**src/rtl/axil_cmd_master_pkg.sv**
```systemverilog
// Shared definitions for the AXI4-Lite command master and the sequencers that drive it.
// Contents:
//   - AXI response codes, including the local TIMEOUT code (2'b11).
//   - Control-register offsets of the sorting-network register slave.
//   - State encoding of the command master FSM.
package axil_cmd_master_pkg;

   localparam logic [1:0] RespOkay    = 2'b00;
   localparam logic [1:0] RespSlverr  = 2'b10;
   localparam logic [1:0] RespTimeout = 2'b11;

   localparam logic [31:0] RegBeat      = 32'h0000_0100;
   localparam logic [31:0] RegStart     = 32'h0000_0200;
   localparam logic [31:0] RegDone      = 32'h0000_0300;
   localparam logic [31:0] RegWriteback = 32'h0000_0400;

   typedef enum logic [2:0] {
      StIdle   = 3'd0,
      StWrReq  = 3'd1,
      StWrResp = 3'd2,
      StRdReq  = 3'd3,
      StRdResp = 3'd4,
      StRsp    = 3'd5
   } state_e;

endpackage

```
**src/rtl/axil_cmd_master_if.sv**
```systemverilog
// AXI4-Lite bus bundle between the command master and the register slave.
// Parameters: MADRW address width, MDATW data width (multiple of 8).
// Modports:
//   master - drives AW/W/AR channels and B/R readies.
//   slave  - drives the channel readies and the B/R responses.
interface axil_cmd_master_if #(
   parameter int unsigned MADRW = 32,
   parameter int unsigned MDATW = 32
) ();

   logic [MADRW-1:0]   awaddr;
   logic               awvalid;
   logic               awready;
   logic [MDATW-1:0]   wdata;
   logic [MDATW/8-1:0] wstrb;
   logic               wvalid;
   logic               wready;
   logic [1:0]         bresp;
   logic               bvalid;
   logic               bready;
   logic [MADRW-1:0]   araddr;
   logic               arvalid;
   logic               arready;
   logic [MDATW-1:0]   rdata;
   logic [1:0]         rresp;
   logic               rvalid;
   logic               rready;

   modport master (
      output awaddr, awvalid, input awready,
      output wdata, wstrb, wvalid, input wready,
      input bresp, bvalid, output bready,
      output araddr, arvalid, input arready,
      input rdata, rresp, rvalid, output rready
   );

   modport slave (
      input awaddr, awvalid, output awready,
      input wdata, wstrb, wvalid, output wready,
      output bresp, bvalid, input bready,
      input araddr, arvalid, output arready,
      output rdata, rresp, rvalid, input rready
   );

endinterface

```
**src/rtl/axil_cmd_master.sv**
```systemverilog
// Single-outstanding AXI4-Lite initiator. Accepts one command on a valid/ready stream,
// runs it as an AXI-Lite write or read and returns data plus response code on a
// valid/ready response stream. All outputs are registered.
// Ports:
//   i_clk, i_rst_n       clock, asynchronous active-low reset
//   i_cmd_*, o_cmd_ready command stream (write flag, address, data, strobes)
//   o_rsp_*, i_rsp_ready response stream (write echo, read data, resp code)
//   axi                  AXI4-Lite master modport
// Optional feature: define AXIL_CMD_MASTER_TIMEOUT_EN to enable a 16-bit watchdog that
// aborts a transaction after TIMEOUT cycles with resp 2'b11. Without it the block waits
// indefinitely for the slave.
module axil_cmd_master
   import axil_cmd_master_pkg::*;
#(
   parameter int unsigned MADRW   = 32,
   parameter int unsigned MDATW   = 32,
   parameter int unsigned TIMEOUT = 1024
) (
   input  logic               i_clk,
   input  logic               i_rst_n,
   input  logic               i_cmd_valid,
   output logic               o_cmd_ready,
   input  logic               i_cmd_write,
   input  logic [MADRW-1:0]   i_cmd_addr,
   input  logic [MDATW-1:0]   i_cmd_wdata,
   input  logic [MDATW/8-1:0] i_cmd_wstrb,
   output logic               o_rsp_valid,
   input  logic               i_rsp_ready,
   output logic               o_rsp_write,
   output logic [MDATW-1:0]   o_rsp_rdata,
   output logic [1:0]         o_rsp_resp,
   axil_cmd_master_if.master  axi
);

   if (TIMEOUT == 0 || TIMEOUT > 65536) begin : g_bad_timeout
      $error("TIMEOUT must lie in 1..65536");
   end

   state_e             state_q;
   logic               cmd_ready_q;
   logic               rsp_valid_q;
   logic               rsp_write_q;
   logic [MDATW-1:0]   rsp_rdata_q;
   logic [1:0]         rsp_resp_q;
   logic [MADRW-1:0]   addr_q;
   logic [MDATW-1:0]   wdata_q;
   logic [MDATW/8-1:0] wstrb_q;
   logic               awvalid_q;
   logic               wvalid_q;
   logic               bready_q;
   logic               arvalid_q;
   logic               rready_q;
   logic               step_done;

   // The current wait state completes on this edge.
   always_comb begin
      step_done = 1'b0;
      case (state_q)
         // AW and W retire independently; a channel already retired counts as done.
         StWrReq:  step_done = (axi.awready || !awvalid_q) && (axi.wready || !wvalid_q);
         StWrResp: step_done = axi.bvalid;
         StRdReq:  step_done = axi.arready;
         StRdResp: step_done = axi.rvalid;
         default:  step_done = 1'b0;
      endcase
   end

`ifdef AXIL_CMD_MASTER_TIMEOUT_EN
   logic [15:0] wd_q;
   logic        wait_st;
   logic        wd_expired;

   assign wait_st    = (state_q == StWrReq) || (state_q == StWrResp) ||
                       (state_q == StRdReq) || (state_q == StRdResp);
   assign wd_expired = wait_st && !step_done && (wd_q == 16'(TIMEOUT - 1));

   // Held at zero in IDLE so it starts from zero when a request state is entered.
   always_ff @(posedge i_clk or negedge i_rst_n) begin
      if (!i_rst_n) begin
         wd_q <= '0;
      end else if (state_q == StIdle) begin
         wd_q <= '0;
      end else if (wait_st) begin
         wd_q <= wd_q + 16'd1;
      end
   end
`endif

   always_ff @(posedge i_clk or negedge i_rst_n) begin
      if (!i_rst_n) begin
         state_q     <= StIdle;
         cmd_ready_q <= 1'b0;
         rsp_valid_q <= 1'b0;
         rsp_write_q <= 1'b0;
         rsp_rdata_q <= '0;
         rsp_resp_q  <= RespOkay;
         addr_q      <= '0;
         wdata_q     <= '0;
         wstrb_q     <= '0;
         awvalid_q   <= 1'b0;
         wvalid_q    <= 1'b0;
         bready_q    <= 1'b0;
         arvalid_q   <= 1'b0;
         rready_q    <= 1'b0;
      end else begin
         unique case (state_q)
            StIdle: begin
               if (cmd_ready_q && i_cmd_valid) begin
                  cmd_ready_q <= 1'b0;
                  addr_q      <= i_cmd_addr;
                  wdata_q     <= i_cmd_wdata;
                  wstrb_q     <= i_cmd_wstrb;
                  rsp_write_q <= i_cmd_write;
                  if (i_cmd_write) begin
                     awvalid_q <= 1'b1;
                     wvalid_q  <= 1'b1;
                     state_q   <= StWrReq;
                  end else begin
                     arvalid_q <= 1'b1;
                     state_q   <= StRdReq;
                  end
               end else begin
                  // Ready rises one cycle after entering IDLE, also after reset release.
                  cmd_ready_q <= 1'b1;
               end
            end
            StWrReq: begin
               if (axi.awready) awvalid_q <= 1'b0;
               if (axi.wready)  wvalid_q  <= 1'b0;
               if (step_done) begin
                  bready_q <= 1'b1;
                  state_q  <= StWrResp;
               end
            end
            StWrResp: begin
               if (step_done) begin
                  rsp_resp_q  <= axi.bresp;
                  rsp_rdata_q <= '0;
                  bready_q    <= 1'b0;
                  rsp_valid_q <= 1'b1;
                  state_q     <= StRsp;
               end
            end
            StRdReq: begin
               if (step_done) begin
                  arvalid_q <= 1'b0;
                  rready_q  <= 1'b1;
                  state_q   <= StRdResp;
               end
            end
            StRdResp: begin
               if (step_done) begin
                  rsp_resp_q  <= axi.rresp;
                  rsp_rdata_q <= axi.rdata;
                  rready_q    <= 1'b0;
                  rsp_valid_q <= 1'b1;
                  state_q     <= StRsp;
               end
            end
            StRsp: begin
               if (i_rsp_ready) begin
                  rsp_valid_q <= 1'b0;
                  state_q     <= StIdle;
               end
            end
            default: state_q <= StIdle;
         endcase

`ifdef AXIL_CMD_MASTER_TIMEOUT_EN
         // Later assignments override the case above for this edge.
         if (wd_expired) begin
            awvalid_q   <= 1'b0;
            wvalid_q    <= 1'b0;
            arvalid_q   <= 1'b0;
            bready_q    <= 1'b0;
            rready_q    <= 1'b0;
            rsp_resp_q  <= RespTimeout;
            rsp_rdata_q <= '0;
            rsp_valid_q <= 1'b1;
            state_q     <= StRsp;
         end
`endif
      end
   end

   assign o_cmd_ready = cmd_ready_q;
   assign o_rsp_valid = rsp_valid_q;
   assign o_rsp_write = rsp_write_q;
   assign o_rsp_rdata = rsp_rdata_q;
   assign o_rsp_resp  = rsp_resp_q;
   assign axi.awaddr  = addr_q;
   assign axi.araddr  = addr_q;
   assign axi.wdata   = wdata_q;
   assign axi.wstrb   = wstrb_q;
   assign axi.awvalid = awvalid_q;
   assign axi.wvalid  = wvalid_q;
   assign axi.bready  = bready_q;
   assign axi.arvalid = arvalid_q;
   assign axi.rready  = rready_q;

endmodule

```
**src/flat_wrapper.sv**
```systemverilog
// flat-port wrapper written by rule: the top's interface ports become plain ports
module axil_cmd_master_flat import axil_cmd_master_pkg::*;
#(
   parameter int unsigned MADRW   = 32,
   parameter int unsigned MDATW   = 32,
   parameter int unsigned TIMEOUT = 1024
)
  (i_clk, i_rst_n, i_cmd_valid, o_cmd_ready, i_cmd_write, i_cmd_addr, i_cmd_wdata, i_cmd_wstrb, o_rsp_valid, i_rsp_ready, o_rsp_write, o_rsp_rdata, o_rsp_resp, axi_awaddr, axi_awvalid, axi_awready, axi_wdata, axi_wstrb, axi_wvalid, axi_wready, axi_bresp, axi_bvalid, axi_bready, axi_araddr, axi_arvalid, axi_arready, axi_rdata, axi_rresp, axi_rvalid, axi_rready);
  axil_cmd_master_if #(.MADRW(MADRW), .MDATW(MDATW)) axi_i ();
  input  logic i_clk;
  input  logic i_rst_n;
  input  logic i_cmd_valid;
  output logic o_cmd_ready;
  input  logic i_cmd_write;
  input  logic [MADRW-1:0] i_cmd_addr;
  input  logic [MDATW-1:0] i_cmd_wdata;
  input  logic [MDATW/8-1:0] i_cmd_wstrb;
  output logic o_rsp_valid;
  input  logic i_rsp_ready;
  output logic o_rsp_write;
  output logic [MDATW-1:0] o_rsp_rdata;
  output logic [1:0] o_rsp_resp;
  output wire logic [$bits(axi_i.awaddr)-1:0] axi_awaddr;
  output wire logic [$bits(axi_i.awvalid)-1:0] axi_awvalid;
  input wire logic [$bits(axi_i.awready)-1:0] axi_awready;
  output wire logic [$bits(axi_i.wdata)-1:0] axi_wdata;
  output wire logic [$bits(axi_i.wstrb)-1:0] axi_wstrb;
  output wire logic [$bits(axi_i.wvalid)-1:0] axi_wvalid;
  input wire logic [$bits(axi_i.wready)-1:0] axi_wready;
  input wire logic [$bits(axi_i.bresp)-1:0] axi_bresp;
  input wire logic [$bits(axi_i.bvalid)-1:0] axi_bvalid;
  output wire logic [$bits(axi_i.bready)-1:0] axi_bready;
  output wire logic [$bits(axi_i.araddr)-1:0] axi_araddr;
  output wire logic [$bits(axi_i.arvalid)-1:0] axi_arvalid;
  input wire logic [$bits(axi_i.arready)-1:0] axi_arready;
  input wire logic [$bits(axi_i.rdata)-1:0] axi_rdata;
  input wire logic [$bits(axi_i.rresp)-1:0] axi_rresp;
  input wire logic [$bits(axi_i.rvalid)-1:0] axi_rvalid;
  output wire logic [$bits(axi_i.rready)-1:0] axi_rready;
  assign axi_awaddr = axi_i.awaddr;
  assign axi_awvalid = axi_i.awvalid;
  assign axi_i.awready = axi_awready;
  assign axi_wdata = axi_i.wdata;
  assign axi_wstrb = axi_i.wstrb;
  assign axi_wvalid = axi_i.wvalid;
  assign axi_i.wready = axi_wready;
  assign axi_i.bresp = axi_bresp;
  assign axi_i.bvalid = axi_bvalid;
  assign axi_bready = axi_i.bready;
  assign axi_araddr = axi_i.araddr;
  assign axi_arvalid = axi_i.arvalid;
  assign axi_i.arready = axi_arready;
  assign axi_i.rdata = axi_rdata;
  assign axi_i.rresp = axi_rresp;
  assign axi_i.rvalid = axi_rvalid;
  assign axi_rready = axi_i.rready;
  axil_cmd_master #(.MADRW(MADRW), .MDATW(MDATW), .TIMEOUT(TIMEOUT)) u_core (.i_clk(i_clk), .i_rst_n(i_rst_n), .i_cmd_valid(i_cmd_valid), .o_cmd_ready(o_cmd_ready), .i_cmd_write(i_cmd_write), .i_cmd_addr(i_cmd_addr), .i_cmd_wdata(i_cmd_wdata), .i_cmd_wstrb(i_cmd_wstrb), .o_rsp_valid(o_rsp_valid), .i_rsp_ready(i_rsp_ready), .o_rsp_write(o_rsp_write), .o_rsp_rdata(o_rsp_rdata), .o_rsp_resp(o_rsp_resp), .axi(axi_i));
endmodule
```
**config.mk**
```make
export PLATFORM = sky130hd
export DESIGN_NAME = axil_cmd_master_flat
export DESIGN_NICKNAME = d
export VERILOG_FILES = /design/src/rtl/axil_cmd_master_pkg.sv /design/src/rtl/axil_cmd_master_if.sv /design/src/rtl/axil_cmd_master.sv /design/src/flat_wrapper.sv
export SDC_FILE = /design/constraint.sdc
export NUM_CORES = 1
export LEC_CHECK = 0
export BUFFER_PORTS_ARGS = -buffer_cell sky130_fd_sc_hd__buf_2
export CORE_UTILIZATION = 49
export CTS_CLUSTER_DIAMETER = 80
export DETAILED_ROUTE_END_ITERATION = 8
export GPL_ROUTABILITY_DRIVEN = 1
export GPL_TIMING_DRIVEN = 0
export PLACE_DENSITY = 0.86
export SYNTH_ARGS = -nofsm -noshare
export SYNTH_HDL_FRONTEND = slang
export SYNTH_SLANG_ARGS = --single-unit
export TNS_END_PERCENT = 1
```
**constraint.sdc**
```tcl
create_clock -name i_clk -period 2.3 [get_ports i_clk]
set_input_delay 0.46 -clock i_clk [delete_from_list [all_inputs] [get_ports i_clk]]
set_output_delay 0.46 -clock i_clk [all_outputs]
set_load 0.1 [all_outputs]
```
==> flow_summary_export.csv, run 1 <==
group,metric,value,unit
detailed_routing,drcViolationCount,1,
timing,relSlewSlack,50.6,%
timing,report.final.slew_viol_count,0,
yosys,synth_compound_area_share,8.39,%
timing,finalCritPeriodShare,83.7,%
detailed_routing,vias,3648,
setup_path,crit_path_start_kind,"flop",
timing,fmax,520,MHz
clock_tree,post_cts_resized,0,
clock_tree,cts_buffer_depth,2,
setup_path,arrival,1460,ps
placed_design,port_buffers,255,
yosys,synth_cells,311,
clock_tree,cts_made_buffers,17,
detailed_routing,drt_first_pass_iters,7,
setup_path,path_buf_inv,1,
finish,antennaDiodeCount,0,
setup_path,crit_slowest_cell,"buf_2",
finish,syn_to_final_growth,41.4,%
setup_path,rr_worst_depth,5,
floorplanning,core_area,0.00973,mm^2
clock_tree,clock_latency,510,ps
timing,finalSetupViolations,0,
yosys,synth_nets,425,
detailed_routing,routed_wl,12.7,mm
setup_path,reg2reg_to,"u_core.axi.wdata[4]",
timing,worst_slew_pin_slew,740,ps
clock_tree,clock_sinks,113,
floorplanning,io_pins,256,
global_routing,grt_pass1_vias,3611,
timing,setup_tns,0,ps
yosys,ys_ff_latch,113,
placed_design,dpl.hpwl,9.14,mm
yosys,synth_xor_area_share,0,%
run,drv_cap,0,
clock_tree,cts_tree,"built",
setup_path,crit_path_max_fanout,7,
clock_tree,post_cts_buffers,0,
yosys,muxShareOfSynthArea,22.5,%
setup_path,end_kind,"primary output",
detailed_routing,wl_per_cell,17.4,um
timing,finClkSkew,8.67,ps
floorplanning,start_util,50.4,%
yosys,syn_avg_cell_area,15.8,um^2
placed_design,gp_congestion,0.823,
floorplanning,die_w,102,um
detailed_routing,drt_iter0_drc,92,
yosys,yosys.area_share.simple,2.93,%
floorplanning,die-area,0.0104,mm^2
setup_path,crit_type,"reg -> out",
clock_tree,cts-root-buf,"clkbuf_8",
global_routing,grt_pass1_wl,18.5,mm
min_path,min_path_type,"in -> async",
clock_tree,cts.clk_slew.worst_paths,60,ps
floorplanning,die_height,102,um
timing,hold_violations,0,
global_routing,grt_use_total,23.8,%
yosys,synth_adder_area_share,0,%
setup_path,max_stage_delay,480,ps
finish,nets,700,
yosys,yosysUniqueCellTypes,31,
finish,fin_cells,730,
setup_path,path_delay_family,"buffers and inverters",
floorplanning,row_count,36,
outcome,status,"complete, but fails checks",
timing,period_needed,1920,ps
finish,drive_gt1_share,68.5,%
detailed_routing,vias_per_cell,5.00,
clock_tree,holdBufCountCts,0,
detailed_routing,drtAntennaViolNets,0,
global_routing,grt_max_degree,59,
global_routing,antenna_found_initial,0,
clock_tree,htreeDepth,4,
placed_design,dp.cells,700,
yosys,ys.warnings.count,0,
timing,rsz0062_at_grt,"no",
yosys,seq_area_frac_synth,57.6,%
setup_path,crit_chain,"buf_2",
setup_path,crit_required,1840,ps
global_routing,globalRouteOverflowTotal,0,
outcome,violations,"design-rule violations",
yosys,netlist_area,0.00491,mm^2
yosys,synth_top_family_by_area,"multiplexers",
setup_path,r2r-start,"u_core.state_q[2]",
setup_path,r2r_slack,610,ps
==> through the flow <==
step           instance area, um^2  worst slack [ps]  hold slack, ps  utilization [%]
2_1_floorplan                 4910               411             164                -
3_3_place_gp                  6350              -430             481             65.3
3_5_place_dp                  6380               635             476             65.6
4_1_cts                       6940               359            27.9             71.3
5_1_grt                       6940               325            60.2             71.3
6_report                      6940               375           0.169             71.3
==> routing by layer <==
metal	global-route usage, %	share of wire, %	vias up
li1	-	-	1643
met1	28.3	40	1845
met2	41.0	53	139
met3	5.95	4.8	21
met4	10.4	2.1	0
met5	0	0	-
==> cells by family (layout without fill, tap and decap cells) <==
family | count (synthesis) | in the layout
AOI/OAI and AO/OA | 50 | 50
buffers and inverters | 53 | 339
DFF | 113 | 113
muxes | 75 | 75
and+or+nand+nor | 20 | 20
==> final cells by class <==
type	count	area (um^2)
Buffer	50	409
Clock buffer	24	480
Clock inverter	6	80.1
Fill cell	686	2790
Inverter	3	11.3
Multi-Input combinational cell	145	1660
Sequential cell	113	2830
Tap cell	133	166
Timing Repair Buffer	256	1310
==> state kept, by name, indices dropped and copies added, names as in the netlist, 2 cells and up <==
register / cells
u_core.axi.wstrb: 4
u_core.o_rsp_rdata: 32
u_core.axi.araddr: 32
u_core.o_rsp_resp: 2
u_core.state_q: 3
u_core.axi.wdata: 32
==> worst max-delay path by stage <==
stage,startpoint,to,depth (start not counted)
4_1_cts,u_core.o_cmd_ready,o_cmd_ready,1
6_report,u_core.o_cmd_ready,o_cmd_ready,1
3_5_place_dp,u_core.state_q[2],u_core.axi.wdata[4],5
3_3_place_gp,i_rst_n,u_core.axi.araddr[19],1
2_1_floorplan,u_core.o_cmd_ready,u_core.axi.araddr[0],3
5_1_grt,u_core.o_cmd_ready,o_cmd_ready,1
==> Yosys cell counts <==
cell type  number  share of area, %
a211oi_1        2              0.31
nor3b_1         2              0.31
mux2i_1         1              0.20
mux2_4         69                21
buf_4          36               5.5
nor2_1          1             0.076
dfrtp_1       113                58
a32oi_1         1              0.18
a311oi_1        1              0.18
nand3b_1        2              0.31
a41oi_1         2              0.36
nor4bb_1        2              0.41
nor3_4          1              0.33
a22oi_1         1              0.15
o21a_1          1              0.15
a21o_1          1              0.15
nand2_1         6              0.46
buf_6          11               2.5
nand3_4         1              0.36
o2bb2ai_1       1              0.18
a21oi_1         4              0.41
a22o_1         32               5.7
nand4b_1        1              0.18
mux2_2          5               1.1
and2_1          1              0.13
o21ai_0         2              0.20
nand2b_1        2              0.25
buf_2           3              0.31
inv_1           3              0.23
a32o_1          2              0.41
nor2b_1         1              0.13
==> cells in the final DEF (no fill, tap or decap), types with 3 or more instances in the layout <==
cell,count
a22o_1,32
clkbuf_16,16
clkbuf_8,5
buf_6,11
mux2_4,69
dfrtp_1,113
mux2_2,5
inv_1,3
buf_2,257
buf_4,37
clkinv_2,4
clkbuf_1,3
a21oi_1,4
nand2_1,6
Power of run 1 is not shown: default switching activity piles up to over one toggle a cycle in this logic, so the estimate is an artifact.
==> run 2: changes to the inputs <==
--- a/config.mk
+++ b/config.mk
@@ -5,13 +5,14 @@
 export SDC_FILE = /design/constraint.sdc
 export NUM_CORES = 1
 export LEC_CHECK = 0
+export ABC_AREA = 1
 export BUFFER_PORTS_ARGS = -buffer_cell sky130_fd_sc_hd__buf_2
-export CORE_UTILIZATION = 49
+export CORE_UTILIZATION = 41
 export CTS_CLUSTER_DIAMETER = 80
 export DETAILED_ROUTE_END_ITERATION = 8
 export GPL_ROUTABILITY_DRIVEN = 1
 export GPL_TIMING_DRIVEN = 0
-export PLACE_DENSITY = 0.86
+export PLACE_DENSITY = 0.77
 export SYNTH_ARGS = -nofsm -noshare
 export SYNTH_HDL_FRONTEND = slang
 export SYNTH_SLANG_ARGS = --single-unit
==> constraint.sdc (replaced) <==
create_clock -name i_clk -period 1.7 [get_ports i_clk]
set_input_delay 0.34 -clock i_clk [delete_from_list [all_inputs] [get_ports i_clk]]
set_output_delay 0.34 -clock i_clk [all_outputs]
set_load 0.1 [all_outputs]
==> run 2 against run 1 <==
Effect of this change: the flow now finishes without violations; die area rose by 16%; register-to-register slack got worse by 490 ps; area after synthesis is 2.9% lower; global-route usage fell by 2.7 points; critical path depth increased by 1; via count grew 21%; clock-buffer cell count down 6; sequential cell count is the same; sequential share of layout area is 0.10 points higher; critical path type unchanged.
==> flow_summary_export.csv, run 2 <==
group,metric,value,unit
setup_path,crit_required,1360,ps
yosys,ys_ff_latch,113,
finish,final_common_cell,"nand2_1",
finish,final_cell_mix,"nand2_1, buf_2, dfrtp_1, buf_4, clkbuf_16",
placed_design,port_buffers,255,
setup_path,crit_type,"reg -> out",
yosys,synth_top_cells_by_area,"dfrtp_1, nand2_1, buf_4",
global_routing,grt_pass1_wl,19.1,mm
setup_path,end_kind,"primary output",
min_path,min_path_type,"in -> reg",
detailed_routing,drt_iter0_drc,195,
setup_path,crit_chain,"buf_4 > buf_2",
run,drv_cap,0,
detailed_routing,routed_wl,12.6,mm
setup_path,crit_path_max_fanout,3,
setup_path,path_depth,2,
clock_tree,cts-root-buf,"clkbuf_16",
timing,hold_slack,124,ps
setup_path,crit_path_start_kind,"flop",
floorplanning,die_w,110,um
setup_path,rr_worst_depth,6,
yosys,yosysUniqueCellTypes,22,
outcome,status,"finished clean",
placed_design,dp_slack,18.7,ps
finish,post-route-util,61.0,%
timing,setup_slack,56.8,ps
global_routing,antenna_found_initial,2,
global_routing,grt_pass1_vias,3976,
detailed_routing,drcViolationCount,0,
clock_tree,cts_made_buffers,17,
yosys,async_flop_share,100,%
setup_path,max_stage_delay,410,ps
yosys,synth_most_common_cell,"nand2_1",
detailed_routing,wl_per_cell,12.8,um
yosys,syn_avg_cell_area,8.71,um^2
yosys,synth_top_area_cell,"dfrtp_1",
timing,fmax,609,MHz
floorplanning,row_count,39,
timing,relSlewSlack,65.2,%
floorplanning,core_area,0.0114,mm^2
yosys,ys.warnings.count,0,
floorplanning,die_height,110,um
setup_path,crit_slowest_cell,"buf_2",
detailed_routing,vias_per_cell,4.49,
yosys,synth.top_cell.area_share,59.3,%
yosys,synth_common_cells,"nand2_1, dfrtp_1, buf_4",
clock_tree,clock_latency,400,ps
yosys,seq_area_frac_synth,59.3,%
floorplanning,start_util,41.9,%
timing,period_needed,1640,ps
clock_tree,clock_sinks,113,
clock_tree,htreeDepth,4,
setup_path,path_buf_inv,2,
floorplanning,io_pins,256,
placed_design,dp.cells,946,
placed_design,dpl.hpwl,9.53,mm
yosys,synth_cells,547,
placed_design,gp_congestion,0.902,
yosys,synth_nets,661,
global_routing,globalRouteOverflowTotal,0,
finish,nets,940,
finish,syn_to_final_growth,45.5,%
timing,finalSetupViolations,0,
global_routing,grt_max_degree,64,
timing,hold_violations,0,
yosys,netlist_area,0.00477,mm^2
clock_tree,cts.clk_slew.worst_paths,50,ps
timing,report.final.slew_viol_count,0,
timing,finClkSkew,12.7,ps
finish,drive_gt1_share,44.2,%
setup_path,arrival,1300,ps
floorplanning,die-area,0.0121,mm^2
min_path,hold_depth,2,
clock_tree,cts_buffer_depth,2,
finish,fin_cells,984,
setup_path,path_delay_family,"buffers and inverters",
detailed_routing,drt_first_pass_iters,4,
clock_tree,cts_tree,"built",
timing,finalCritPeriodShare,96.7,%
yosys,synth-edff-count,0,
yosys,synthFlopType,"dfrtp_1",
detailed_routing,vias,4419,
timing,worst_slew_pin_slew,525,ps
global_routing,grt_use_total,21.1,%
detailed_routing,drtAntennaViolNets,0,
-- run 2: cell count changes in the layout (fill, tap and decap cells not counted), sizes merged, moves of 5 or more --
cell	delta
nand4	+5
o21ai	+6
a22o	-32
nand2	+321
mux2	-74
inv	+13
nand3	+8
nor2	+12
-- run 2: path summary, 6_finish.rpt --
| check | slack, ps | end | from |
|---|---|---|---|
| hold reg to reg | 460 | u_core.axi.wdata[6] | u_core.axi.wdata[6] |
| setup reg to reg | 120 | u_core.o_rsp_rdata[14] | u_core.state_q[1] |
| min in group asynchronous | 440 | u_core.o_rsp_rdata[2] | i_rst_n |
| max in group asynchronous | 580 | u_core.axi.wdata[2] | i_rst_n |
| setup / recovery | 60 | axi_awaddr[28] | u_core.axi.araddr[28] |
| hold / removal | 120 | u_core.axi.awvalid | axi_awready |
-- run 2: kinds of logic after synthesis --
logic type	Yosys count	share of synthesized area, %
AOI/OAI and AO/OA	13	1.42
buffers and inverters	65	8.66
DFF	113	59.3
muxes	2	0.420
and+or+nand+nor	354	30.2
-- run 2: metal layers --
metal / wire, um / vias up / share of wire (%) / global-route usage, %
li1: - / 2207 / - / -
met1: 5190 / 2006 / 41 / 26.1
met2: 6120 / 189 / 49 / 34.1
met3: 1020 / 17 / 8.1 / 6.40
met4: 223 / 0 / 1.8 / 9.24
met5: 0 / - / 0 / 0
-- run 2: what timing repair did --
action	in CTS	in global routing
setup endpoints to repair	0	103
buffers inserted	0	3
resized for setup	0	10
hold endpoints to repair	50	0
hold buffers	1	0
-- run 2: layout make-up --
cell class | count | area [um^2]
diodes | 2 | 5.00
plain buffers | 52 | 365
clock buffers | 18 | 439
clock inverters | 14 | 180
fillers | 996 | 4430
inverters | 13 | 51.3
multi-input cells | 369 | 1540
flip-flops and latches | 113 | 2830
well taps | 143 | 179
repair buffers | 260 | 1350
-- run 2: worst register-to-register path, delay by kind of cell, from the launching register on --
kind / cells / cell delay, ps
buffers and inverters: 2 / 520
flip-flops: 1 / 460
AND/OR/NAND/NOR: 4 / 540
-- run 2: through the flow --
stage               TNS, ps  cell area [um^2]
global route          -3.97              6940
global placement    -119530              6220
detailed placement        0              6260
finish                    0              6940
floorplan             -6800              4770
CTS                       0              6890
Power of run 2 is left out for the same reason.
==> run 3: changes to the inputs <==
--- a/config.mk
+++ b/config.mk
@@ -5,7 +5,6 @@
 export SDC_FILE = /design/constraint.sdc
 export NUM_CORES = 1
 export LEC_CHECK = 0
-export ABC_AREA = 1
 export BUFFER_PORTS_ARGS = -buffer_cell sky130_fd_sc_hd__buf_2
 export CORE_UTILIZATION = 41
 export CTS_CLUSTER_DIAMETER = 80
==> run 3 against run 2 <==
Effect of this change: critical path depth is the same; critical path type unchanged; the flow now finishes with violations (design-rule violations); fmax shrank 0.35%; cell area grew 1.4%; critical endpoint is now axi_awaddr[22]; setup slack lost 5.8 ps; utilization grew 0.083 points; highest routed layer unchanged; die area grew 2.9%; sequential share of layout area shrank 0.65 points; hold slack gained 3.1 ps.
==> flow_summary_export.csv, run 3 (synthesis results as in run 1) <==
group,metric,value,unit
clock_tree,htreeDepth,4,
finish,syn_to_final_growth,43.4,%
detailed_routing,met2_length,6.21,mm
timing,finalSetupViolations,0,
min_path,hold_depth,2,
detailed_routing,highest_layer,"met4",
timing,finalCritPeriodShare,97.0,%
setup_path,crit_path_max_fanout,3,
detailed_routing,drtAntennaViolNets,0,
run,drv_cap,0,
finish,final_common_cell,"buf_2",
finish,multi_input_area,0.00166,mm^2
timing,relSlewSlack,59.7,%
clock_tree,cts_made_buffers,17,
min_path,min_path_type,"in -> reg",
outcome,status,"complete, but fails checks",
placed_design,gp_congestion,0.835,
finish,nets,702,
placed_design,port_buffers,255,
setup_path,rr_worst_depth,5,
floorplanning,die_height,111,um
global_routing,grt_pass1_wl,19.7,mm
floorplanning,die-area,0.0124,mm^2
timing,report.final.slew_viol_count,0,
detailed_routing,drcViolationCount,30,
timing,finClkSkew,6.83,ps
timing,worst_slew_pin_slew,605,ps
detailed_routing,routed_wl,12.0,mm
setup_path,crit_type,"reg -> out",
detailed_routing,vias_per_cell,4.87,
setup_path,crit_required,1360,ps
clock_tree,cts_buffer_depth,2,
outcome,violations,"design-rule violations",
floorplanning,core_area,0.0115,mm^2
finish,final_cell_mix,"buf_2, dfrtp_1, mux2_4, buf_4, a22o_1",
floorplanning,row_count,39,
floorplanning,die_w,111,um
detailed_routing,wl_met3,661,um
finish,drive_gt1_share,68.8,%
setup_path,crit_path_start_kind,"flop",
floorplanning,start_util,42.6,%
timing,period_needed,1650,ps
finish,nFillCells,933,
timing,setup_tns,0,ps
detailed_routing,vias,3622,
clock_tree,clock_latency,400,ps
clock_tree,cts.clk_slew.worst_paths,50,ps
detailed_routing,drt_first_pass_iters,6,
clock_tree,cts-root-buf,"clkbuf_16",
detailed_routing,drt-met1-wl,4.88,mm
clock_tree,cts_tree,"built",
floorplanning,io_pins,256,
detailed_routing,wl_per_cell,16.1,um
clock_tree,clock_sinks,113,
finish,seqCellArea,0.00283,mm^2
timing,rsz0062_at_grt,"yes",
finish,antennaDiodeCount,0,
timing,hold_violations,0,
setup_path,end_kind,"primary output",
global_routing,antenna_found_initial,0,
global_routing,grt_use_total,20.4,%
detailed_routing,drt_iter0_drc,207,
global_routing,globalRouteOverflowTotal,0,
global_routing,grt_max_degree,68,
global_routing,grt_pass1_vias,3687,
setup_path,arrival,1310,ps
timing,fmax,606,MHz
placed_design,dpl.hpwl,8.90,mm
run 3: area by class of cell:
type,instances,share of cell area [%]
flip-flops and latches,113,40.2
multi-input cells,145,23.6
repair buffers,258,19.0
clock buffers,27,7.58
plain buffers,50,5.92
well taps,143,2.54
clock inverters,4,0.996
inverters,3,0.160
run 3: worst paths after layout:
| check | startpoint | to | slack, ps |
|---|---|---|---|
| min | axi_awready | u_core.axi.awvalid | 130 |
| min reg2reg | u_core.o_rsp_rdata[1] | u_core.o_rsp_rdata[1] | 490 |
| min in group asynchronous | i_rst_n | u_core.o_rsp_rdata[4] | 500 |
| max in group asynchronous | i_rst_n | u_core.axi.araddr[24] | 480 |
| max reg2reg | u_core.state_q[0] | u_core.axi.araddr[23] | 70 |
| max | u_core.axi.araddr[22] | axi_awaddr[22] | 50 |
run 3: layer usage:
metal	up-vias	track usage [%]
met2	154	34.0
li1	1645	-
met5	-	0
met1	1803	25.0
met3	20	5.12
met4	0	9.55
run 3: per-stage QoR:
step	instances	hold slack (ps)	instance area [um^2]	utilization [%]	setup WS [ps]
final	743	127	7040	61.1	51.0
after global routing	743	123	7040	61.1	-33.7
after CTS	743	107	7020	61.0	4.96
after detailed placement	710	392	6390	55.5	16.8
after global placement	709	479	6360	55.2	-1090
after floorplan	311	44.4	4910	-	20.1
run 3: worst max-delay path: stages (launching register included):
cell and delay, ps:
dfrtp_1 380, buf_4 120, buf_2 410
run 3: timing repair:
| item | in CTS | in global routing |
|---|---|---|
| buffers inserted | 1 | 0 |
| resized for setup | 2 | 5 |
| hold buffers | 1 | 0 |
| pin swaps | 2 | 2 |
| hold endpoints to repair | 46 | 0 |
| endpoints found under the setup margin | 2 | 105 |
Power of run 3 is left out for the same reason.
